### src/rtl/pc_seq_pkg.sv
// pc_seq_pkg: shared definitions for the fetch-stage program-counter unit.
//   - PC_SEL_W : width of the next-PC select bus
//   - pc_sel_e : encoding of the next-PC select (110/111 are unused and act as hold)
package pc_seq_pkg;

  localparam int unsigned PC_SEL_W = 3;

  typedef enum logic [PC_SEL_W-1:0] {
    PC_HOLD   = 3'b000,
    PC_SEQ    = 3'b001,
    PC_JUMP   = 3'b010,
    PC_BRANCH = 3'b011,
    PC_CALL   = 3'b100,
    PC_RET    = 3'b101
  } pc_sel_e;

endpackage

### src/rtl/ras_stack.sv
// ras_stack: circular return-address stack.
// A push writes at the pointer and advances it.  When the stack is full the
// write lands on the oldest entry, so the count saturates at RAS_DEPTH.
// A pop on an empty stack is ignored.
//   clock, reset : rising-edge clock, synchronous active-high reset
//   push, pop    : stack operations (never both in one cycle)
//   push_data    : value pushed
//   top_data     : most recently pushed valid entry
//   count        : number of valid entries (0..RAS_DEPTH)
//   full, empty  : count == RAS_DEPTH / count == 0
module ras_stack #(
  parameter  int unsigned WIDTH     = 32,
  parameter  int unsigned RAS_DEPTH = 4,
  localparam int unsigned CNT_W     = $clog2(RAS_DEPTH + 1)
) (
  input  logic             clock,
  input  logic             reset,
  input  logic             push,
  input  logic             pop,
  input  logic [WIDTH-1:0] push_data,
  output logic [WIDTH-1:0] top_data,
  output logic [CNT_W-1:0] count,
  output logic             full,
  output logic             empty
);

  localparam int unsigned      PTR_W    = $clog2(RAS_DEPTH);
  localparam logic [PTR_W-1:0] PTR_LAST = PTR_W'(RAS_DEPTH - 1);
  localparam logic [CNT_W-1:0] CNT_MAX  = CNT_W'(RAS_DEPTH);

  logic [WIDTH-1:0] mem_q [RAS_DEPTH];
  logic [PTR_W-1:0] ptr_q, ptr_d;
  logic [PTR_W-1:0] ptr_inc, ptr_dec;
  logic [CNT_W-1:0] count_q, count_d;

  // ptr_q is the next write slot; the top entry sits one slot below it.
  // Explicit wrap keeps non-power-of-two depths correct.
  assign ptr_inc  = (ptr_q == PTR_LAST) ? '0 : ptr_q + PTR_W'(1);
  assign ptr_dec  = (ptr_q == '0) ? PTR_LAST : ptr_q - PTR_W'(1);
  assign top_data = mem_q[ptr_dec];
  assign full     = (count_q == CNT_MAX);
  assign empty    = (count_q == '0);
  assign count    = count_q;

  // NOTE: every signal written here gets a default first, so no path leaves it unassigned and no latch is inferred.
  always_comb begin
    ptr_d   = ptr_q;
    count_d = count_q;
    if (push) begin
      ptr_d = ptr_inc;
      if (!full) count_d = count_q + CNT_W'(1);
    end else if (pop && !empty) begin
      ptr_d   = ptr_dec;
      count_d = count_q - CNT_W'(1);
    end
  end

  // NOTE: state registers use non-blocking assignments so every flop samples pre-edge values.
  always_ff @(posedge clock) begin
    if (reset) begin
      ptr_q   <= '0;
      count_q <= '0;
    end else begin
      ptr_q   <= ptr_d;
      count_q <= count_d;
    end
  end

  // NOTE: the entry storage is deliberately not reset; invalid entries are never read as meaningful data.
  always_ff @(posedge clock) begin
    if (push && !reset) mem_q[ptr_q] <= push_data;
  end

endmodule

### src/rtl/pc_sequencer.sv
// pc_sequencer: fetch-stage program counter with return-address stack.
// Selects the next PC from hold / sequential / jump / branch / call / return,
// forces redirect targets onto an aligned boundary and flags the fix-up.
//   clock, reset  : rising-edge clock, synchronous active-high reset
//   stall         : freeze PC and RAS for this cycle, misalign reads 0
//   pc_sel        : next-PC select (pc_sel_e)
//   target        : absolute address for jump and call
//   offset        : two's-complement branch offset
//   pc            : current PC (registered)
//   pc_inc        : pc + INC (combinational)
//   ras_count     : valid RAS entries
//   ras_overflow  : sticky, call with RAS full
//   ras_underflow : sticky, return with RAS empty
//   misalign      : one-cycle pulse after a misaligned redirect
module pc_sequencer
  import pc_seq_pkg::*;
#(
  parameter  int unsigned      WIDTH        = 32,
  parameter  logic [WIDTH-1:0] RESET_VECTOR = '0,
  parameter  int unsigned      INC          = 4,
  parameter  int unsigned      RAS_DEPTH    = 4,
  parameter  int unsigned      ALIGN_BITS   = 2,
  localparam int unsigned      CNT_W        = $clog2(RAS_DEPTH + 1)
) (
  input  logic                clock,
  input  logic                reset,
  input  logic                stall,
  input  logic [PC_SEL_W-1:0] pc_sel,
  input  logic [WIDTH-1:0]    target,
  input  logic [WIDTH-1:0]    offset,
  output logic [WIDTH-1:0]    pc,
  output logic [WIDTH-1:0]    pc_inc,
  output logic [CNT_W-1:0]    ras_count,
  output logic                ras_overflow,
  output logic                ras_underflow,
  output logic                misalign
);

  localparam logic [WIDTH-1:0] ALIGN_MASK = (WIDTH'(1) << ALIGN_BITS) - WIDTH'(1);

  pc_sel_e          sel;
  logic [WIDTH-1:0] pc_q, pc_d;
  logic             ovf_q, ovf_d;
  logic             unf_q, unf_d;
  logic             mis_q, mis_d;
  logic             redirect;
  logic [WIDTH-1:0] redirect_addr;
  logic             push, pop;
  logic [WIDTH-1:0] ras_top;
  logic             ras_full, ras_empty;

  assign sel    = pc_sel_e'(pc_sel);
  assign pc_inc = pc_q + WIDTH'(INC);

  ras_stack #(
    .WIDTH     (WIDTH),
    .RAS_DEPTH (RAS_DEPTH)
  ) u_ras (
    .clock     (clock),
    .reset     (reset),
    .push      (push),
    .pop       (pop),
    .push_data (pc_inc),
    .top_data  (ras_top),
    .count     (ras_count),
    .full      (ras_full),
    .empty     (ras_empty)
  );

  always_comb begin
    pc_d          = pc_q;
    mis_d         = 1'b0;
    ovf_d         = ovf_q;
    unf_d         = unf_q;
    push          = 1'b0;
    pop           = 1'b0;
    redirect      = 1'b0;
    redirect_addr = target;
    if (!stall) begin
      unique case (sel)
        PC_SEQ: pc_d = pc_inc;
        PC_JUMP: redirect = 1'b1;
        PC_BRANCH: begin
          redirect      = 1'b1;
          redirect_addr = pc_q + offset;
        end
        PC_CALL: begin
          redirect = 1'b1;
          push     = 1'b1;
          if (ras_full) ovf_d = 1'b1;
        end
        PC_RET: begin
          // A return with nothing on the stack leaves the PC where it is.
          if (ras_empty) begin
            unf_d = 1'b1;
          end else begin
            pc_d = ras_top;
            pop  = 1'b1;
          end
        end
        default: ;  // hold, including the unused encodings
      endcase
    end
    // Redirect targets are snapped down to the alignment boundary; the
    // dropped bits are reported one cycle later through misalign.
    if (redirect) begin
      pc_d  = redirect_addr & ~ALIGN_MASK;
      mis_d = |(redirect_addr & ALIGN_MASK);
    end
  end

  always_ff @(posedge clock) begin
    if (reset) begin
      pc_q  <= RESET_VECTOR;
      ovf_q <= 1'b0;
      unf_q <= 1'b0;
      mis_q <= 1'b0;
    end else begin
      pc_q  <= pc_d;
      ovf_q <= ovf_d;
      unf_q <= unf_d;
      mis_q <= mis_d;
    end
  end

  assign pc            = pc_q;
  assign ras_overflow  = ovf_q;
  assign ras_underflow = unf_q;
  assign misalign      = mis_q;

endmodule

### config.mk
export PLATFORM = sky130hd
export DESIGN_NAME = pc_sequencer
export DESIGN_NICKNAME = d
export VERILOG_FILES = /design/src/rtl/pc_seq_pkg.sv /design/src/rtl/ras_stack.sv /design/src/rtl/pc_sequencer.sv
export SDC_FILE = /design/constraint.sdc
export NUM_CORES = 1
export LEC_CHECK = 0
export BUFFER_PORTS_ARGS = -buffer_cell sky130_fd_sc_hd__buf_2
export CORE_MARGIN = 2
export CORE_UTILIZATION = 45
export DETAILED_ROUTE_END_ITERATION = 12
export HOLD_SLACK_MARGIN = 0.1
export PLACE_DENSITY_LB_ADDON = 0.15
export SYNTH_ARGS = -nofsm -noshare
export SYNTH_HDL_FRONTEND = slang
export SYNTH_SLANG_ARGS = --single-unit
### constraint.sdc
create_clock -name clock -period 3.7 [get_ports clock]
set_input_delay 1.11 -clock clock [delete_from_list [all_inputs] [get_ports clock]]
set_output_delay 1.11 -clock clock [all_outputs]
set_load 0.05 [all_outputs]
[Yosys cells after proc, flatten, opt, wreduce, memory -nomap -nowiden]
Memories as Yosys holds them, arrays and structs flattened.
Cells that the tools add are included.
Widths: inputs -> output; s select.
Operators by class
  bitwise gates (word level): 2
  multiplexer cells: 22
  add/sub/neg operators: 6
  reduce and logical (&&, ||, !) cells: 18
  equal/unequal tests: 11
Operators with widths (number)
  $mux 32: 5
  $pmux 32 s2: 1
  $add 32x3->32 const B: 1
  $add 32x32->32: 1
  $reduce_and 3->1: 4
  $eq 3x3->1 const B: 3
  $mux 1: 9
  $mux 3: 3
  $mux 2: 4
  $eq 3x2->1 const B: 2
  $reduce_or 2->1: 3
  $ne 2x2->1 const B: 2
  $reduce_bool 2->1: 2
  $add 3x1->3 const B: 1
  $eq 3x1->1 const B: 1
  $logic_not 3->1: 1
  $ne 3x3->1 const B: 1
  $reduce_bool 3->1: 1
  $reduce_or 3->1: 1
  $sub 3x1->3 const B: 1
  $add 2x1->2 const B: 1
  $eq 2x2->1 const B: 1
  $logic_and 1x1->1: 2
  $logic_not 1->1: 2
  other kinds (5): 6
Word-level totals
  memory bits (writable): 128
  output and inout bits: 70
  register bits after elaboration: 40
  memories: 1
  logic and storage cells: 67
  input bits: 70
Memory list
  u_ras.mem_q: depth 4, bits a word 32, read ports 1, clocked after Yosys merged registers in 0, wr ports 1, RTL line ras_stack.sv:31  | logic [WIDTH-1:0] mem_q [RAS_DEPTH];

[Longest topological paths before layout]
  depth in word-level cells: 7
  mapped depth: 11
  depth with buffers taken out: 11

[Hierarchy]
From an unflattened synthesis, not the netlist that was laid out.
Unflattened totals
  cells, all modules: 764
  area, all modules: 9222.6 um^2
By module, submodules not included
  ras_stack: times used 1, area each 5087.4 um^2, seq. area each 3943.8 um^2, cells each 219
  pc_sequencer: times used 1, area each 4135.2 um^2, seq. area each 700.7 um^2, cells each 545

[Worst setup path after synthesis]
OpenSTA, ideal clock, no wires.
  path kind: register to output
  from: register pc_q[2], in the netlist pc[2]
  to: output pc_inc[28]
  arrival time: 2.795 ns
  cell stages (with the launch flop): 8
  path slack: -0.205 ns
  data required time: 2.590 ns
  buffers on the path: 1
  cell sequence: dfxtp_1 > ha_1 > and4_1 > and2b_1 > and2_1 > clkbuf_1 > nand4_1 > xnor2_1
On the way
  cells in the longest elaborated chain, start to end: 1
Ends and longest elaborated chain
  from (decl): RTL line pc_sequencer.sv:42  | logic [WIDTH-1:0] pc_q, pc_d;
  from (signal assigned): RTL line pc_sequencer.sv:119  | pc_q <= pc_d;
  $add 32x3->32: RTL line pc_sequencer.sv:53  | assign pc_inc = pc_q + WIDTH'(INC);
  to (decl): RTL line pc_sequencer.sv:32  | output logic [WIDTH-1:0] pc_inc,
No other way between the ends.

[Worst setup path after layout]
  from: register pc_q[3], in the netlist pc[3]
  to: output pc_inc[18]
Same word-level chain as after synthesis.

==> parameters.txt <==
Parameter                              Value

Floorplan
  Initial core utilization    0.462
  Floorplan Core Area    19700 um2
  Number of rows in the core area    51
  Die H    146 um
  Horizontal extent of the die    146 um
  Floorplan die area    21300 um2
  Ports    140

Timing
  Worst rel slew slack    0.458
  Final critical delay including setup and external delays    3.61 ns
  Number of hold-slack violations in the final timing report    0
  Number of max-slew violations in the final report    0
  Setup-failing EPs final    0
  Upper clock frequency limit    0.277 GHz
  Slew @ Worst Pin    0.814 ns
  Setup Skew    0.0109 ns
  Hold WS    0.470 ns
  Final worst-path cycle share    0.977

Clock tree
  Largest buffer count on any clock path    2
  Inserted Clock Buffers    17
  Cts hold-fix bufs    0
  Skew-Pair Late Insertion Delay    0.43 ns
  Clock-pin slew on the worst setup and hold paths    0.07 ns
  H-tree Lvls    4
  TritonCTS clock tree    built
  Count of clock tree sinks    168
  Root buffer selected by CTS    clkbuf_16

Critical path
  Worst EP arrival    2.50 ns
  Crit. End Element    output pin
  Data required time of the worst path    2.59 ns
  Largest driver fanout on the critical path    6
  Path type of the worst setup path    flip-flop to output pin
  Startpoint types    flip-flop
  Launching element of the worst setup path    pc[3]

Power and ir drop
  PD cells    425 nW/um2
  Leakage power    0.00438 uW
  Maximum vdd drop    0.335 mV

Synthesis
  EDFF count, synth    128
  Number of synthesized register bits    168
  Post-Synthesis Net Count    872
  Area of the mapped netlist    9070 um2
  Synth Area per Inst    11.9 um2
  Fraction of registers with async set or reset after synthesis    0
  Yosys warns    0
  Library cells used by synthesis    68
  Part of the Yosys area used for sequential elements    0.512
  Count of mapped cells out of synthesis    764
  Flip-flop cell with the highest count after synthesis    edfxtp_1

Placement
  Routability congestion estimate    0.880
  Area of placed instances    10500 um2
  Number of input and output port buffers inserted    139
  HPWL reported at the end of detailed placement    19100 um

Drt
  Post-route DRC violation count    0
  Via-to-Cell Ratio    5.95
  Average routed wire per standard cell    22.1 um
  Via Count    7280
  First drt pass iteration count    5
  Total wire length after detailed routing    27000 um
  Final ANT Viol Nets    0
  First-iteration detailed-routing DRC count    617

Layout
  Post-layout nets    1053
  Layout overhead on the synthesized area    23.6%
  Number of inserted diodes    0
  Post-layout instance area    11200 um2
  Share of layout cells above drive strength 1    0.320

Global route
  Total congestion overflow after global routing    0
  Wire length of the first global-routing pass    41800 um
  Number of global-route vias before repair    7364
  Overall track demand over capacity in global routing    0.255
  Pin count of the biggest net entering global routing    30
  Number of antenna violations at the first check in global routing    0

Worst hold path
  Class of the tightest hold or removal check    flip-flop to flip-flop
  Hold Startpoint    ras_overflow

Run status
  Outcome    completed

Flow run
  MaxCap Viol Count    0
area by class of cell:
class / instances / area (um2)
Fill cell: 1710 / 8440
Clock buffer: 18 / 429
Tap cell: 265 / 332
Timing Repair Buffer: 206 / 1300
Clock inverter: 14 / 126
Sequential cell: 168 / 4650
Inverter: 9 / 33.8
Multi-Input combinational cell: 543 / 4350
worst paths after layout:
kind / endpoint / slack (ns) / depth (start not counted)
worst max register to register: pc[14] / 0.64 / 11
worst min-delay path: ras_overflow / 0.47 / 2
worst min register to register: ras_overflow / 0.47 / 2
worst max-delay path: pc_inc[18] / 0.09 / 7
power breakdown:
part	switching, uW	total [uW]	internal (uW)
registers	45.6	2120	2070
clock network	758	1690	929
logic	623	964	340
total	1430	4770	3340
kinds of logic after synthesis:
kind of cell,share of synthesized area
and+or+nand+nor,0.123
AOI/OAI and AO/OA,0.143
xor gates and xnor gates,0.0541
DFF,0.512
buffers and inverters,0.0239
muxes,0.0905
adders and majority gates,0.0541
layer usage:
metal | part of all wire | global-route usage | wire [um] | vias up
met1 | 0.42 | 0.346 | 11300 | 3531
met5 | 0 | 0 | 0 | -
li1 | - | - | - | 3333
met3 | 0.082 | 0.0571 | 2230 | 57
met4 | 0.027 | 0.0947 | 739 | 0
met2 | 0.47 | 0.405 | 12700 | 359
stage by stage:
step / total power, uW / worst slack (ns) / instances / utilization / TNS [ns]
after global routing: 4930 / -0.00134 / 1223 / 0.571 / -0.00134
after global placement: 3070 / -0.0687 / 1182 / 0.535 / -0.145
final: 4770 / 0.0853 / 1223 / 0.571 / 0
after CTS: 4770 / -0.0173 / 1218 / 0.567 / -0.0213
after detailed placement: 3090 / -0.133 / 1182 / 0.535 / -0.522
after floorplan: 2790 / 0.00673 / 764 / - / 0
registers in the layout, indices dropped and copies added, names as in the netlist, named ones only:
register,flops
u_ras.ptr_q,2
pc,30
ras_overflow,1
u_ras.mem_q,128
u_ras.count,3
misalign,1
ras_underflow,1
layout by cell type (no fill, tap or decap), drive strengths merged, types with 4 or more instances in the layout:
master    count
buf         205
edfxtp      128
nor2         93
dfxtp        40
a21oi        37
ha           36
xnor2        33
mux4         32
nand2        31
o21ai        30
xor2         23
a21o         21
nand3        19
clkbuf       19
nor3         19
o221ai       18
a311oi       15
or3          14
inv          12
and3         11
and2         11
mux2i        10
nand4         9
o211ai        9
a221oi        9
a31oi         8
a211oi        7
and4          5
clkinvlp      5
clkinv        5
o21bai        4
a211o         4
synthesized netlist by cell type (17+ instances only):
cell type	number	area, um2
o21ai_0	27	135
a21o_1	18	135
a21oi_1	37	185
ha_1	36	450
edfxtp_1	128	3840
mux4_2	32	721
dfxtp_1	40	801
o221ai_1	17	149
clkbuf_1	35	131
nand2_1	31	116
nor3_1	17	85.1
xor2_1	23	201
nor2_1	92	345
nand3_1	18	90.1
xnor2_1	33	289
worst max-delay path, stage by stage, from the launching register on:
cell and delay, ns:
dfxtp_2 0.38, ha_1 0.23, and4_1 0.26, and2b_1 0.22
and3_1 0.28, nand3_1 0.20, xnor2_2 0.29, buf_6 0.21
what timing repair did:
item                       CTS  global route
pin swaps                    4             3
buffers inserted             4             5
gates cloned                 0             0
setup endpoints to repair   12            20
gates resized for setup     14            11
No activity file was read; power rests on OpenSTA's default activity.
